## config.mk

```make
export PLATFORM = sky130hd
export DESIGN_NAME = bps_tick_gen
export DESIGN_NICKNAME = d
export VERILOG_FILES = /design/src/rtl/bps_pkg.sv /design/src/rtl/mod_counter.sv /design/src/rtl/bps_tick_gen.sv
export SDC_FILE = /design/constraint.sdc
export NUM_CORES = 1
export LEC_CHECK = 0
export BUFFER_PORTS_ARGS = -buffer_cell sky130_fd_sc_hd__buf_2
export CELL_PAD_IN_SITES_DETAIL_PLACEMENT = 1
export CELL_PAD_IN_SITES_GLOBAL_PLACEMENT = 2
export CORE_ASPECT_RATIO = 1.4
export CORE_MARGIN = 2
export CORE_UTILIZATION = 38
export CTS_CLUSTER_SIZE = 40
export DETAILED_ROUTE_END_ITERATION = 8
export PLACE_DENSITY_LB_ADDON = 0.1
export SLEW_MARGIN = 20
export SYNTH_ARGS = -nofsm -noshare
export SYNTH_HDL_FRONTEND = slang
export SYNTH_SLANG_ARGS = --single-unit
```

## constraint.sdc

```tcl
create_clock -name clk -period 4.9 [get_ports clk]
set_clock_uncertainty 0.1 [all_clocks]
set_input_delay 0.245 -clock clk [delete_from_list [all_inputs] [get_ports clk]]
set_output_delay 0.245 -clock clk [all_outputs]
set_load 0.005 [all_outputs]
```

## src/rtl/bps_pkg.sv

```systemverilog
// Shared constants for the bit-rate tick generator.
//   DIV_MIN     : smallest divisor accepted by a runtime load
//   MODE_*      : clk_bps output forms
//   DIV_*       : prescaler divisors for a 100 MHz clock with 16x oversampling
package bps_pkg;

   localparam int unsigned DIV_MIN = 2;

   typedef enum logic {
      MODE_PULSE  = 1'b0,
      MODE_SQUARE = 1'b1
   } mode_e;

   localparam int unsigned DIV_9600   = 651;
   localparam int unsigned DIV_19200  = 326;
   localparam int unsigned DIV_115200 = 54;

endpackage

```

## src/rtl/mod_counter.sv

```systemverilog
// Modulo-N up counter with synchronous clear.
//   clk     : rising-edge clock
//   rst_n   : asynchronous reset, active HIGH (historical name)
//   en      : count enable
//   clr     : synchronous clear, overrides en
//   modulus : count length N; one bit wider than cnt so N = 2^W is representable
//   cnt     : current count, 0..N-1
//   wrap    : combinational, high when the next enabled edge returns cnt to 0
module mod_counter #(
   parameter int unsigned W = 16
) (
   input  logic         clk,
   input  logic         rst_n,
   input  logic         en,
   input  logic         clr,
   input  logic [W:0]   modulus,
   output logic [W-1:0] cnt,
   output logic         wrap
);

   logic [W-1:0] cnt_d, cnt_q;
   logic [W:0]   last;
   logic [W:0]   cnt_ext;

   assign last    = modulus - (W+1)'(1);
   assign cnt_ext = {1'b0, cnt_q};

   // Only an exact match on the last count is a wrap event.
   assign wrap = en && (cnt_ext == last);

   always_comb begin
      cnt_d = cnt_q;
      if (clr) begin
         cnt_d = '0;
      end else if (en) begin
         // >= so an out-of-range count recovers on the next enabled edge.
         if (cnt_ext >= last) begin
            cnt_d = '0;
         end else begin
            cnt_d = cnt_q + W'(1);
         end
      end
   end

   always_ff @(posedge clk or posedge rst_n) begin
      if (rst_n) begin
         cnt_q <= '0;
      end else begin
         cnt_q <= cnt_d;
      end
   end

   assign cnt = cnt_q;

endmodule

```

## src/rtl/bps_tick_gen.sv

```systemverilog
// Two-stage baud / tick generator.
// A prescaler divides the clock by a runtime-loadable divisor to give an
// oversample tick; a second counter divides that by OVS to give the bit-rate tick.
//   clk        : rising-edge clock
//   rst_n      : asynchronous reset, active HIGH (historical name)
//   en         : count enable
//   mode       : clk_bps form, 0 = pulse, 1 = square wave
//   div_val    : new prescaler divisor
//   div_load   : strobe, load div_val (rejected if below DIV_MIN)
//   sync_clear : strobe, restart the phase of both stages
//   tick_ovs   : one-cycle pulse every div_reg enabled cycles
//   tick_bps   : one-cycle pulse every div_reg*OVS enabled cycles
//   clk_bps    : bit-rate clock enable in the selected form
//   div_err    : sticky, set by a rejected divisor load
module bps_tick_gen
   import bps_pkg::*;
#(
   parameter int unsigned CNT_W       = 16,
   parameter int unsigned OVS         = 16,
   parameter int unsigned OVS_W       = 8,
   parameter int unsigned DIV_DEFAULT = 651
) (
   input  logic             clk,
   input  logic             rst_n,
   input  logic             en,
   input  logic             mode,
   input  logic [CNT_W-1:0] div_val,
   input  logic             div_load,
   input  logic             sync_clear,
   output logic             tick_ovs,
   output logic             tick_bps,
   output logic             clk_bps,
   output logic             div_err
);

   logic [CNT_W-1:0] div_reg_d, div_reg_q;
   logic             div_err_d, div_err_q;
   logic             tick_ovs_d, tick_ovs_q;
   logic             tick_bps_d, tick_bps_q;
   logic             clk_bps_d, clk_bps_q;

   logic             load_ok;
   logic             load_bad;
   logic             cnt_clr;
   logic             pre_wrap;
   logic             ovs_wrap;
   logic [CNT_W-1:0] pre_cnt;
   logic [OVS_W-1:0] ovs_cnt;

   assign load_ok  = div_load && (div_val >= CNT_W'(DIV_MIN));
   assign load_bad = div_load && !load_ok;
   // A rejected load still outranks sync_clear but leaves the counters running.
   assign cnt_clr  = load_ok || (sync_clear && !div_load);

   mod_counter #(
      .W (CNT_W)
   ) u_prescaler (
      .clk     (clk),
      .rst_n   (rst_n),
      .en      (en),
      .clr     (cnt_clr),
      .modulus ({1'b0, div_reg_q}),
      .cnt     (pre_cnt),
      .wrap    (pre_wrap)
   );

   mod_counter #(
      .W (OVS_W)
   ) u_ovs_counter (
      .clk     (clk),
      .rst_n   (rst_n),
      .en      (pre_wrap),
      .clr     (cnt_clr),
      .modulus ((OVS_W+1)'(OVS)),
      .cnt     (ovs_cnt),
      .wrap    (ovs_wrap)
   );

   // Counter values are kept only as observation points.
   logic unused_cnt;
   assign unused_cnt = ^{pre_cnt, ovs_cnt};

   always_comb begin
      div_reg_d  = div_reg_q;
      div_err_d  = div_err_q;
      tick_ovs_d = pre_wrap;
      // ovs_wrap already implies pre_wrap, so tick_bps only fires with tick_ovs.
      tick_bps_d = ovs_wrap;
      if (mode == MODE_SQUARE) begin
         clk_bps_d = clk_bps_q ^ ovs_wrap;
      end else begin
         clk_bps_d = ovs_wrap;
      end

      if (load_ok) begin
         div_reg_d = div_val;
         div_err_d = 1'b0;
      end else if (load_bad) begin
         div_err_d = 1'b1;
      end

      if (cnt_clr) begin
         tick_ovs_d = 1'b0;
         tick_bps_d = 1'b0;
         clk_bps_d  = 1'b0;
      end
   end

   always_ff @(posedge clk or posedge rst_n) begin
      if (rst_n) begin
         div_reg_q  <= CNT_W'(DIV_DEFAULT);
         div_err_q  <= 1'b0;
         tick_ovs_q <= 1'b0;
         tick_bps_q <= 1'b0;
         clk_bps_q  <= 1'b0;
      end else begin
         div_reg_q  <= div_reg_d;
         div_err_q  <= div_err_d;
         tick_ovs_q <= tick_ovs_d;
         tick_bps_q <= tick_bps_d;
         clk_bps_q  <= clk_bps_d;
      end
   end

   assign tick_ovs = tick_ovs_q;
   assign tick_bps = tick_bps_q;
   assign clk_bps  = clk_bps_q;
   assign div_err  = div_err_q;

endmodule
```

==> results.sh <==
export IMPL_die_h_um=103
export IMPL_crit_start="div_reg_q[2]"
export IMPL_start_util_pct=38.9
export IMPL_drc=0
export IMPL_switching_share_pct=26.0
export IMPL_postCtsSetupBuffers=0
export IMPL_arrival_ps=4150
export IMPL_r2r_end="u_ovs_counter.cnt[3]"
export IMPL_grt_max_degree=45
export IMPL_seq_power_share_pct=51.5
export IMPL_dpl_worst_slack_ps=782
export IMPL_gp_congestion=0.750
export IMPL_fillers=798
export IMPL_grt_pass1_wl_mm=11.0
export IMPL_syn_inst=275
export IMPL_vdd_ir_drop_worst_mv=0.167
export IMPL_worstPathRequired_ps=5020
export IMPL_grt_pass1_vias=2265
export IMPL_worst_slew_pin_transition_ps=939
export IMPL_io_buffer_count=25
export IMPL_crit_type="reg2reg"
export IMPL_grt_antenna_before_repair=0
export IMPL_dr_pass1_iters=4
export IMPL_worstPathBufferInverterCount=1
export IMPL_synth_async_sr_flop_share_pct=100
export IMPL_rows=36
export IMPL_synth_common_cells="39 x dfrtp_1, 29 x nand2_1, 19 x ha_1, 16 x nand4_1"
export IMPL_cap_violations=0
export IMPL_die_x_um=75.0
export IMPL_fmax_mhz=248
export IMPL_synth_area_leaders="dfrtp_1 36%, ha_1 8.9%, mux2_2 5.9%"
export IMPL_synthesis_nets=316
export IMPL_powerDensity_mw_per_mm2=258
export IMPL_cts_root_buf="clkbuf_8"
export IMPL_place_area_mm2=0.00291
export IMPL_antenna_left=0
export IMPL_r2r_slack_ps=870
export IMPL_setup_viol=0
export IMPL_synth_top_family_by_area="simple AND/OR/NAND/NOR gates"
export IMPL_cp_slowest_stage_delay_ps=640
export IMPL_cts_sinks=44
export IMPL_critPathSlowestCell="or4_1"
export IMPL_synth_area_mm2=0.00268
export IMPL_rsz0062_at_grt="no"
export IMPL_yosysWarningCount=0
export IMPL_hold_slack_ps=55.6
export IMPL_htree_levels=2
export IMPL_core_area_mm2=0.00689
export IMPL_drive_gt1_share_pct=22.2
export IMPL_synth_area_mux_share_pct=5.87
export IMPL_synth_xor_xnor_area_share_pct=4.57
export IMPL_clkTransAtPathRegs_ps=90
export IMPL_switchingPower_w=0.000203
export IMPL_drt_initial_drc_count=64
export IMPL_vias=2191
export IMPL_io_pins=26
export IMPL_drt_wl_total_mm=6.22
export IMPL_synthSimpleGateAreaFrac_pct=23.2
export IMPL_cts_buffers=5
export IMPL_yosysSeqAreaShare_pct=41.3
export IMPL_hold_class="in2async"
export IMPL_final_setup_tns_ps=0
export IMPL_start_kind="flip-flop"
export IMPL_groute_usage_overall_pct=18.4
export IMPL_finalMaxSlewViolations=0
export IMPL_fin_nets=342
export IMPL_grt_overflow_total=0
export IMPL_place_hpwl_mm=4.75
export IMPL_endpoint="u_ovs_counter.cnt[3]"
export IMPL_placedCellCount=389
export IMPL_synth_edff_count=0
export IMPL_path_cells="nor4_1 -> buf_4 -> nand2_1 -> or4_1 -> nor3_1 -> xnor2_1 -> ha_1 -> nand3_1 -> nor3_1 -> nand4_1 -> or4_1 -> a21oi_1"
export IMPL_syn2layout_area_growth_pct=12.5
export IMPL_cts_resized=0
export IMPL_slew_headroom_pct=37.3
export IMPL_cp_max_fo=14
export IMPL_r2r_start="div_reg_q[2]"
export IMPL_ys_types=49
export IMPL_worst_path_stages=12
export IMPL_clock_latency_ps=300
export IMPL_synthAdderAreaFrac_pct=8.86
export IMPL_period_needed_ps=4030
export IMPL_design_area_mm2=0.00302
export IMPL_cts_max_path_buffers=2
export IMPL_tritoncts="built"
export IMPL_synthFlopType="dfrtp_1"
export IMPL_synth_largest_area_cell="dfrtp_1"
export IMPL_synth_compound_area_share_pct=12.4
export IMPL_die_area_mm2=0.00776
export IMPL_fin_ws_ps=868
export IMPL_status="finished, final reports clean"
export IMPL_synth_most_common_cell="dfrtp_1"
export IMPL_ctsHoldBuffers=0
export IMPL_hold_viol=0
export IMPL_path_delay_family="simple AND/OR/NAND/NOR gates"
export IMPL_routed_via_density=5.52
export IMPL_worstSetupEndpointType="flip-flop"
export IMPL_fin_crit_sh_pct=82.3
export IMPL_p_leak_nw=1.26
export IMPL_layout_cells_non_filler=397
export IMPL_antenna_cells=0
export IMPL_avgSynthCellArea_um2=9.76
export IMPL_pwr_share_clk_pct=36.1
export IMPL_comb_power_share_pct=12.4
export IMPL_wire_per_inst_um=15.7
export IMPL_intPower_w=0.000576
export IMPL_synth_seq_cells=44
export IMPL_r2r_cells=12
export IMPL_synth_top_area_share_pct=36.4
## power groups by stage
stage          Clock, W  Combinational, W  Sequential (W)
2_1_floorplan         0         0.0000689        0.000402
3_3_place_gp          0         0.0000980        0.000407
3_5_place_dp          0         0.0000999        0.000408
4_1_cts        0.000291          0.000100        0.000401
5_1_grt        0.000304          0.000112        0.000405
6_report       0.000281         0.0000964        0.000401
## kinds of logic after synthesis
kind of cell | count (synthesis)
simple gates | 114
fa+ha+maj | 19
flops | 44
xor+xnor | 14
compound gates | 47
mux | 14
buf+inv | 23
## worst reg2reg max path, cell delays in order (launching register included)
cell	delay (ps)
dfrtp_1	450
nor4_1	290
buf_4	190
nand2_1	80
or4_1	530
nor3_1	200
xnor2_1	120
ha_1	300
nand3_1	120
nor3_1	310
nand4_1	450
or4_1	650
a21oi_1	170
## cell usage in the layout (no fill, tap or decap), types with 2 or more instances in the layout
cell type,n
dfstp_2,5
ha_1,19
nand4_1,16
and3_1,6
o311ai_0,4
a21o_1,2
buf_4,3
xnor2_1,9
buf_2,25
dfrtp_1,39
o311ai_1,4
mux2_2,14
o21ai_0,10
o21a_1,2
or4_1,4
o211ai_1,2
nor2b_1,2
or2_2,3
a31oi_1,2
and2_1,2
nor2_1,14
or3_1,6
inv_1,13
xor2_1,5
nand2_1,29
a21oi_1,9
a32oi_1,2
nor3_1,7
nor4_1,7
clkbuf_8,5
nand3_1,11
## how the worst min path moves through the flow
stage | start | endpoint | slack [ps]
after floorplan | div_val[1] | div_reg_q[1] | 250
after global placement | div_err | div_err | 370
after detailed placement | div_val[0] | div_reg_q[0] | 360
after CTS | div_val[0] | div_reg_q[0] | 50
after global routing | div_val[1] | div_reg_q[1] | 80
final | rst_n | div_reg_q[2] | 60
## flip-flops by register name (all words and copies together) (netlist names)
name	flops
clk_bps	1
div_err	1
div_reg_q	16
tick_bps	1
tick_ovs	1
u_ovs_counter.cnt	8
u_prescaler.cnt	16
## layer usage
metal | up-vias | share of wire [%] | wire length (um) | track usage (%)
met5 | - | 0 | 0 | 0
met3 | 4 | 2.2 | 136 | 2.62
met1 | 1089 | 46 | 2860 | 24.1
met2 | 26 | 51 | 3170 | 32.0
met4 | 0 | 0.88 | 55 | 4.12
li1 | 1072 | - | - | -
## per-stage QoR
step	power [W]	util (%)
after detailed placement	0.000508	42.2
after floorplan	0.000471	-
final	0.000778	43.8
after CTS	0.000793	43.8
after global routing	0.000821	43.8
after global placement	0.000506	42.2
## layout make-up
type                    instances  area [um^2]  share of cell area [%]
inverters                      14         52.6                    1.74
clock buffers                   5         68.8                    2.28
flip-flops and latches         44         1110                    36.7
repair buffers                 28          148                    4.89
clock inverters                 3         42.5                    1.41
multi-input cells             208         1480                    49.1
well taps                      95          119                    3.94
(Power assumes the default switching activity.)
